### config.mk
export PLATFORM = sky130hd
export DESIGN_NAME = tdc_meas_ctrl
export DESIGN_NICKNAME = d
export VERILOG_FILES = /design/src/rtl/tdc_pkg.sv /design/src/rtl/tdc_sync_edge.sv /design/src/rtl/tdc_meas_ctrl.sv
export SDC_FILE = /design/constraint.sdc
export NUM_CORES = 1
export LEC_CHECK = 0
export ABC_CLOCK_PERIOD_IN_PS = 5100
export CORE_MARGIN = 1
export CORE_UTILIZATION = 55
export CTS_CLUSTER_DIAMETER = 40
export DETAILED_ROUTE_END_ITERATION = 16
export DONT_BUFFER_PORTS = 1
export PLACE_DENSITY = 0.72
export SYNTH_ARGS = -nofsm -noshare
export SYNTH_HDL_FRONTEND = slang
export SYNTH_HIERARCHICAL = 1
export SYNTH_SLANG_ARGS = --single-unit
### constraint.sdc
create_clock -name clk -period 5.1 [get_ports clk]
set_clock_uncertainty 0.1 [all_clocks]
set_input_delay 0.765 -clock clk [delete_from_list [all_inputs] [get_ports clk]]
set_output_delay 0.765 -clock clk [all_outputs]
set_load 0.05 [all_outputs]
### src/rtl/tdc_pkg.sv
// Shared types and constants for the tdc measurement sequencer.
// Optional feature macro: TDC_CHECKSUM_EN (appends an XOR checksum byte to the frame).
package tdc_pkg;

  typedef enum logic [1:0] {
    IDLE  = 2'd0,
    RUN   = 2'd1,
    SEND  = 2'd2,
    REARM = 2'd3
  } tdc_state_e;

  localparam logic [7:0] TDC_HEADER = 8'hA5;

  localparam int STAT_FINE_OVF = 0;
  localparam int STAT_TIMEOUT  = 1;

  // Header + coarse bytes + fine + status (+ checksum).
  function automatic int frame_len(input int count_w);
`ifdef TDC_CHECKSUM_EN
    return 4 + count_w / 8;
`else
    return 3 + count_w / 8;
`endif
  endfunction

endpackage

### src/rtl/tdc_sync_edge.sv
// Multi-stage synchronizer for an asynchronous pin followed by a registered
// rising-edge pulse; also exposes the synchronized level.
module tdc_sync_edge #(
  parameter int STAGES = 2
) (
  input  logic clk,
  input  logic rst,
  input  logic d,
  output logic level,
  output logic rise
);

  logic [STAGES-1:0] sync_q;
  logic              level_d;

  always_ff @(posedge clk or posedge rst) begin
    if (rst) begin
      sync_q  <= '0;
      level_d <= 1'b0;
      rise    <= 1'b0;
    end else begin
      sync_q  <= {sync_q[STAGES-2:0], d};
      level_d <= sync_q[STAGES-1];
      rise    <= sync_q[STAGES-1] & ~level_d;
    end
  end

  assign level = sync_q[STAGES-1];

endmodule

### src/rtl/tdc_meas_ctrl.sv
// Measurement sequencer: start edge arms, counts coarse cycles and ring pulses
// until stop or timeout, then streams a result frame over valid/ready.
// Optional feature macro: TDC_CHECKSUM_EN (XOR checksum byte after status).
module tdc_meas_ctrl
  import tdc_pkg::*;
#(
  parameter int COUNT_W     = 16,
  parameter int FINE_W      = 8,
  parameter int SYNC_STAGES = 2
) (
  input  logic       clk,
  input  logic       rst,
  input  logic       start,
  input  logic       stop,
  input  logic       ring_pulse,
  output logic       axi_valid,
  input  logic       axi_ready,
  output logic [7:0] axi_data,
  output logic       busy,
  output logic       meas_done
);

  localparam int CB    = COUNT_W / 8;
  localparam int FLEN  = frame_len(COUNT_W);
  localparam int IDX_W = $clog2(FLEN);

  localparam logic [IDX_W-1:0]   IDX_FINE   = IDX_W'(CB + 1);
  localparam logic [IDX_W-1:0]   IDX_STAT   = IDX_W'(CB + 2);
  localparam logic [IDX_W-1:0]   IDX_LAST   = IDX_W'(FLEN - 1);
  localparam logic [COUNT_W-1:0] COARSE_MAX = '1;

  // Handshake: a byte transfers on a cycle where axi_valid && axi_ready are
  // both high; axi_data is held unchanged while axi_valid && !axi_ready.

  logic start_lvl, start_edge;
  logic stop_lvl, stop_edge;
  logic ring_lvl, ring_edge;
  logic unused_lvl;

  tdc_sync_edge #(.STAGES(SYNC_STAGES)) u_start_sync (
    .clk(clk), .rst(rst), .d(start), .level(start_lvl), .rise(start_edge)
  );
  tdc_sync_edge #(.STAGES(SYNC_STAGES)) u_stop_sync (
    .clk(clk), .rst(rst), .d(stop), .level(stop_lvl), .rise(stop_edge)
  );
  tdc_sync_edge #(.STAGES(SYNC_STAGES)) u_ring_sync (
    .clk(clk), .rst(rst), .d(ring_pulse), .level(ring_lvl), .rise(ring_edge)
  );

  assign unused_lvl = stop_lvl ^ ring_lvl;

  tdc_state_e           state, state_n;
  logic [COUNT_W-1:0]   coarse;
  logic [FINE_W-1:0]    fine;
  logic                 timeout;
  logic                 fine_ovf;
  logic [IDX_W-1:0]     idx;
  logic                 hs;
  logic                 last_byte;
  logic [7:0]           status_byte;

  always_ff @(posedge clk or posedge rst) begin
    if (rst) state <= IDLE;
    else     state <= state_n;
  end

  always_comb begin
    state_n   = state;
    axi_valid = (state == SEND);
    busy      = (state != IDLE);
    hs        = axi_valid && axi_ready;
    last_byte = (idx == IDX_LAST);
    meas_done = hs && last_byte;
    case (state)
      IDLE:    if (start_edge) state_n = RUN;
      RUN:     if (stop_edge || coarse == COARSE_MAX) state_n = SEND;
      SEND:    if (hs && last_byte) state_n = REARM;
      REARM:   if (!start_lvl) state_n = IDLE;
      default: state_n = IDLE;
    endcase
  end

  // A stop landing on the saturated count is reported as a timeout.
  always_ff @(posedge clk or posedge rst) begin
    if (rst) begin
      coarse   <= '0;
      fine     <= '0;
      timeout  <= 1'b0;
      fine_ovf <= 1'b0;
      idx      <= '0;
    end else begin
      case (state)
        IDLE: begin
          if (start_edge) begin
            coarse   <= '0;
            fine     <= '0;
            timeout  <= 1'b0;
            fine_ovf <= 1'b0;
            idx      <= '0;
          end
        end
        RUN: begin
          if (coarse == COARSE_MAX) timeout <= 1'b1;
          else                      coarse  <= coarse + COUNT_W'(1);
          if (ring_edge) begin
            if (fine == '1) fine_ovf <= 1'b1;
            else            fine     <= fine + FINE_W'(1);
          end
        end
        SEND: begin
          if (hs && !last_byte) idx <= idx + IDX_W'(1);
        end
        default: ;
      endcase
    end
  end

  always_comb begin
    status_byte                = 8'h00;
    status_byte[STAT_TIMEOUT]  = timeout;
    status_byte[STAT_FINE_OVF] = fine_ovf;
  end

`ifdef TDC_CHECKSUM_EN
  localparam logic [IDX_W-1:0] IDX_CHK = IDX_W'(CB + 3);
  logic [7:0] checksum;

  always_comb begin
    checksum = TDC_HEADER ^ fine ^ status_byte;
    for (int i = 0; i < CB; i++) checksum = checksum ^ coarse[i*8 +: 8];
  end
`endif

  // Coarse count goes out most-significant byte first.
  always_comb begin
    axi_data = 8'h00;
    if (state == SEND) begin
      if (idx == '0) axi_data = TDC_HEADER;
      for (int i = 0; i < CB; i++) begin
        if (idx == IDX_W'(i + 1)) axi_data = coarse[(CB-1-i)*8 +: 8];
      end
      if (idx == IDX_FINE) axi_data = fine;
      if (idx == IDX_STAT) axi_data = status_byte;
`ifdef TDC_CHECKSUM_EN
      if (idx == IDX_CHK) axi_data = checksum;
`endif
    end
  end

endmodule

==> results of run 1 <==
[registers in the layout, summed over array words and instances, names as in the netlist]
register	count
coarse	16
fine	8
fine_ovf	1
idx	3
state	2
timeout	1
u_ring_sync/level_d	1
u_ring_sync/rise	1
u_ring_sync/sync_q	2
u_start_sync/level_d	1
u_start_sync/rise	1
u_start_sync/sync_q	2
u_stop_sync/level_d	1
u_stop_sync/rise	1
u_stop_sync/sync_q	2
[power groups by stage]
stage	registers [W]	clock network [W]	logic [W]
final	0.000414	0.000234	0.000519
after global routing	0.000420	0.000250	0.000578
after CTS	0.000414	0.000238	0.000520
after detailed placement	0.000420	0	0.000518
after global placement	0.000419	0	0.000512
after floorplan	0.000411	0	0.000441
[layer usage]
metal | vias to the layer above | routed length, µm | share of wire, % | track usage, %
li1 | 949 | - | - | -
met1 | 948 | 2432 | 48 | 34.65
met2 | 54 | 2275 | 45 | 37.87
met3 | 9 | 297 | 5.8 | 6.250
met4 | 0 | 93 | 1.8 | 9.375
met5 | - | 0 | 0 | 0
[stage by stage]
stage,utilization (%),power [W],setup WS [ns]
4_1_cts,61.71,0.001172,1.520
3_5_place_dp,59.42,0.0009379,1.861
5_1_grt,61.71,0.001248,1.374
6_report,61.71,0.001167,1.523
3_3_place_gp,59.42,0.0009309,1.923
2_1_floorplan,-,0.0008520,1.724
[cell families (layout without fill, tap and decap cells)]
kind of cell | Yosys count | in the layout | synth area share [%]
and+or+nand+nor | 107 | 107 | 21.94
muxes | 5 | 5 | 2.306
xor gates and xnor gates | 10 | 10 | 3.588
AOI/OAI and AO/OA | 64 | 64 | 16.81
adders and majority gates | 12 | 12 | 6.151
DFF | 43 | 43 | 44.08
buffers and inverters | 28 | 27 | 5.126
[cell type report]
cell class                      instances  area (µm²)  share of cell area, %
Multi-Input combinational cell        198        1245                  48.68
Sequential cell                        43        1076                  42.07
Clock buffer                            5       68.82                  2.691
Inverter                               17       63.81                  2.495
Tap cell                               50       62.56                  2.446
Clock inverter                          3       26.28                  1.027
Timing Repair Buffer                    2       15.01                 0.5871
[worst max-delay path by stage]
stage / to / startpoint / depth (start not counted)
global placement: axi_data[2] / state[0]$_DFFE_PP0P_ / 4
finish: axi_data[4] / state[0]$_DFFE_PP0P_ / 4
CTS: axi_data[4] / state[0]$_DFFE_PP0P_ / 4
floorplan: axi_data[1] / state[0]$_DFFE_PP0P_ / 5
detailed placement: axi_data[4] / state[0]$_DFFE_PP0P_ / 4
global route: axi_data[4] / state[0]$_DFFE_PP0P_ / 4
[synth_stat cells, types with 2 or more instances]
master      n  area share, %
o21ai_0    20            4.1
nand2_1    24            3.7
buf_6       2           0.92
ha_1       12            6.2
or4_1       3           0.92
o31ai_1     2           0.61
dfrtp_1    43             44
a31oi_1     3           0.77
nor4_1      2           0.51
xor2_1      4            1.4
clkbuf_1    7            1.1
a21oi_1    14            2.9
a22oi_1     5            1.5
mux2i_1     3            1.2
or3_1       2           0.51
nor2b_4     3            1.7
nand4_1     7            1.8
xnor2_1     6            2.2
a211oi_1    4            1.2
a2111oi_0   3            1.1
nor3_1      6            1.2
o211ai_1    2           0.61
nor2_1     36            5.5
a22o_1      2           0.72
nand3_1    15            3.1
inv_1      17            2.6
nand2b_1    2           0.51
==> results.py, run 1 <==
metrics = {
    "status": {
        "status": "finished, final reports clean",
    },
    "grt": {
        "grt_pass1_wl_um": 8604,
        "antenna_found_initial": 0,
        "overflow": 0,
        "grt_usage_pct": 25.13,
        "grt_max_degree": 32,
        "grt_pass1_vias": 1789,
    },
    "job": {
        "maxCapViolCount": 0,
    },
    "logic_synthesis": {
        "synth_warnings": 6,
        "synth_ff_type": "dfrtp_1",
        "netlist_area_um2": 2441,
        "syn_inst": 269,
        "syn_avg_cell_area_um2": 9.075,
        "synth.distinct_cells": 47,
        "synth_seq_cells": 43,
        "yosysSeqAreaShare_pct": 44.08,
        "mappedNetlistNets": 287,
        "synth_enable_flop_cells": 0,
        "async_reset_ff_share_pct": 100.0,
    },
    "power_and_ir_drop": {
        "irDropWorstVdd_uv": 325.4,
        "net-switching-power_w": 0.0005389,
        "p_leak_nw": 1.051,
        "clockPowerShare_pct": 20.0,
        "p_comb_share_pct": 44.5,
        "p_seq_share_pct": 35.5,
        "switching_share_pct": 46.18,
        "p_int_w": 0.0006279,
        "p_per_area_nw_per_um2": 456.3,
    },
    "floorplanning": {
        "die_w_um": 68.62,
        "coreArea_um2": 4144,
        "floorplan.initialDensity_pct": 58.91,
        "dieArea_um2": 4709,
        "placementRows": 23,
        "io_pins": 17,
        "die_y_um": 68.62,
    },
    "placed_design": {
        "dp.cells": 310,
        "dpl.hpwl_um": 3693,
        "placed_area_um2": 2462,
        "gp_congestion": 0.8490,
        "portBuffers": 0,
    },
    "worst_setup_path": {
        "rr_endpoint": "coarse[9]$_DFFE_PP0P_",
        "cp_num_buf_inv": 1,
        "end_kind": "output port",
        "crit_chain": "inv_1 > ha_1 > nand2_1 > nor2_1",
        "rrSetupSlack_ns": 2.29,
        "crit_path_max_fanout": 9,
        "ff2ff_path_depth": 8,
        "worstPathRequired_ns": 4.24,
        "arrival_ns": 2.71,
        "critPathKind": "reg2out",
        "slowest_stage": "nor2_1",
        "cpPeakStageDelay_ns": 0.80,
        "crit_family": "simple AND/OR/NAND/NOR gates",
        "r2r_start": "state[1]$_DFFE_PP0P_",
        "worstSetupStartpointType": "flip-flop",
    },
    "sta": {
        "rsz0062_at_grt": "no",
        "setup_tns_ns": 0,
        "final_max_slew_viol_count": 0,
        "finalCritPeriodShare_pct": 70.15,
        "timing.hold.ws_ns": 0.1089,
        "hold_viol_final": 0,
        "fmax_ghz": 0.2795,
        "worst_slew_margin_rel_pct": 29.50,
        "fin_crit_ns": 3.577,
        "tightest_slew_ns": 1.061,
        "finalSetupViolCount": 0,
    },
    "clocking": {
        "cts_max_path_buffers": 2,
        "cts_sinks": 43,
        "ctsResizeCount": 0,
        "postCtsSetupBuffers": 0,
        "hold_buffers": 0,
        "htreeDepth": 2,
        "path_clk_slew_ns": 0.09,
        "root_buffer": "clkbuf_8",
        "cts_buffers": 5,
        "insertion_delay_ns": 0.31,
        "cts_tree": "yes",
    },
    "routing": {
        "dr.pass1.iters": 4,
        "wl_per_cell_um": 16.04,
        "drt_iter0_drc": 162,
        "dr_total_vias": 1960,
        "via_per_inst": 6.164,
        "ant_nets": 0,
        "drt_wl_total_um": 5100,
        "drc_errors": 0,
    },
    "finish": {
        "syn_to_final_growth_pct": 4.767,
        "fin_nets": 285,
        "drive_gt1_share_pct": 8.209,
        "mostFrequentLayoutCells": "43 x dfrtp_1, 36 x nor2_1, 24 x nand2_1",
        "final_cells": 318,
        "finalInstanceArea_um2": 2557,
        "layout_commonest_cell": "dfrtp_1",
        "fillerInstances": 369,
        "n_antenna_cell": 0,
    },
    "min_path": {
        "hp-class": "in2async",
    },
}
Note: power is estimated with default switching activity, not from simulation.
==> run 2, diff against run 1 <==
Settings changed: ABC_CLOCK_PERIOD_IN_PS 5100 to 3510.
Clock period 5.1 ns to 3.51 ns, I/O delays scaled along.
==> run 2 against run 1 <==
Net effect: first-iteration DRC count shrank 12%; sequential share of layout area fell by 1.6 points; cell area is 4.0% higher; critical path type unchanged; highest routed layer unchanged; worst setup slack worse by 0.95 ns; largest power group unchanged; combinational power up 55%; clock-buffer cell count unchanged.
==> results.py, run 2 (same netlist as run 1, synthesis figures left out) <==
metrics = {
    "status": {
        "status": "finished, final reports clean",
    },
    "sta": {
        "finalCritPeriodShare_pct": 83.63,
        "fin_crit_ns": 2.936,
        "timing.hold.ws_ns": 0.09651,
        "tightest_slew_ns": 0.7540,
        "fmax_ghz": 0.3407,
        "final_max_slew_viol_count": 0,
        "worst_slew_margin_rel_pct": 49.55,
        "finalSetupViolCount": 0,
        "hold_viol_final": 0,
        "setup_tns_ns": 0,
        "rsz0062_at_grt": "no",
    },
    "grt": {
        "grt_usage_pct": 26.46,
        "grt_pass1_vias": 1867,
        "antenna_found_initial": 0,
        "grt_pass1_wl_um": 8921,
        "grt_max_degree": 32,
        "overflow": 0,
    },
    "clocking": {
        "insertion_delay_ns": 0.30,
        "htreeDepth": 2,
        "cts_buffers": 5,
        "cts_tree": "yes",
        "root_buffer": "clkbuf_8",
        "cts_max_path_buffers": 2,
        "path_clk_slew_ns": 0.08,
        "cts_sinks": 43,
        "postCtsSetupBuffers": 0,
    },
    "power_and_ir_drop": {
        "irDropWorstVdd_uv": 415.4,
        "p_per_area_nw_per_um2": 674.5,
        "p_leak_nw": 1.118,
    },
    "routing": {
        "drc_errors": 0,
        "drt_wl_total_um": 5249,
        "via_per_inst": 5.927,
        "dr.pass1.iters": 4,
        "dr_total_vias": 1950,
        "ant_nets": 0,
        "drt_iter0_drc": 142,
        "wl_per_cell_um": 15.95,
    },
    "worst_setup_path": {
        "arrival_ns": 2.31,
        "critPathKind": "reg2out",
        "end_kind": "output port",
        "slowest_stage": "a2111oi_0",
        "worstPathRequired_ns": 2.88,
        "worstSetupStartpointType": "flip-flop",
        "crit_path_max_fanout": 9,
        "crit_family": "compound AO/OA/AOI/OAI gates",
        "rrSetupSlack_ns": 0.80,
        "crit_chain": "inv_1 > ha_1 > nor2b_1 > a211oi_1 > a2111oi_0 > a21oi_1 > nor2_1 > buf_4",
        "cpPeakStageDelay_ns": 0.49,
        "cp_num_buf_inv": 2,
    },
    "floorplanning": {
        "dieArea_um2": 4709,
        "die_w_um": 68.62,
        "io_pins": 17,
        "die_y_um": 68.62,
        "placementRows": 23,
        "coreArea_um2": 4144,
        "floorplan.initialDensity_pct": 58.91,
    },
    "placed_design": {
        "dpl.hpwl_um": 3891,
        "gp_congestion": 0.9432,
        "portBuffers": 0,
    },
    "finish": {
        "regMostFlops": "coarse",
        "multi_input_area_um2": 1245,
        "drive_gt1_share_pct": 11.47,
        "seq_area_um2": 1076,
        "reg.largest.list": "coarse (16), fine (8), idx (3)",
        "fin_nets": 296,
        "mostFrequentLayoutCells": "43 x dfrtp_1, 36 x nor2_1, 24 x nand2_1",
        "syn_to_final_growth_pct": 8.970,
        "layout_commonest_cell": "dfrtp_1",
        "largest_reg_flops": 16,
        "n_antenna_cell": 0,
        "fillerInstances": 348,
    },
    "min_path": {
        "hp-class": "in2async",
    },
    "job": {
        "maxCapViolCount": 0,
    },
}
==> run 2: cell count changes in the layout (fill, tap and decap cells not counted), sizes merged <==
cell	before	now
buf	2	12
bufinv	0	1
dlygate4sd3	0	1
inv	19	17
clkinv	1	2
==> run 2: path summary, 6_finish.rpt <==
path | from | cells past startpoint | to
max reg2reg | state[1]$_DFFE_PP0P_ | 7 | coarse[9]$_DFFE_PP0P_
min in group clk | start | 0 | u_start_sync/sync_q[0]$_DFF_PP0_
min | rst | 2 | idx[0]$_DFFE_PP0P_
min reg2reg | u_ring_sync/sync_q[0]$_DFF_PP0_ | 0 | u_ring_sync/sync_q[1]$_DFF_PP0_
max | idx[1]$_DFFE_PP0P_ | 8 | axi_data[2]
max in group asynchronous | rst | 2 | u_stop_sync/level_d$_DFF_PP0_
==> run 2: cell type report <==
class | instances | share of cell area [%]
Clock inverter | 3 | 1.646
Inverter | 17 | 2.399
Multi-Input combinational cell | 198 | 46.80
Clock buffer | 5 | 2.587
Sequential cell | 43 | 40.45
Timing Repair Buffer | 13 | 3.763
Tap cell | 50 | 2.352
==> run 2: metrics by stage <==
step / setup slack [ns] / instance area, µm² / util [%] / total power (W) / std cells
4_1_cts: 0.5721 / 2660 / 64.19 / 0.001802 / 329
2_1_floorplan: 0.3727 / 2441 / - / 0.001238 / 269
3_3_place_gp: 0.8340 / 2537 / 61.23 / 0.001400 / 320
3_5_place_dp: 0.8010 / 2537 / 61.23 / 0.001410 / 320
5_1_grt: 0.3639 / 2660 / 64.19 / 0.001925 / 329
6_report: 0.5745 / 2660 / 64.19 / 0.001794 / 329
==> run 2: repair_timing <==
| item | CTS | global route |
|---|---|---|
| hold buffers | 1 | 0 |
| hold endpoints to repair | 12 | 0 |
| resized for setup | 0 | 0 |
==> run 2: routing by layer <==
| layer | global-route usage (%) | routed length [µm] | vias to the layer above |
|---|---|---|---|
| met5 | 0 | 0 | - |
| met4 | 9.896 | 54 | 0 |
| met3 | 6.579 | 321 | 6 |
| met2 | 41.79 | 2411 | 65 |
| met1 | 34.74 | 2461 | 911 |
| li1 | - | - | 968 |
==> run 2: power breakdown <==
| part | switching, W | internal [W] | total (W) |
|---|---|---|---|
| Clock | 0.000173 | 0.000212 | 0.000385 |
| Sequential | 0.0000545 | 0.000548 | 0.000603 |
| Combinational | 0.000548 | 0.000258 | 0.000806 |
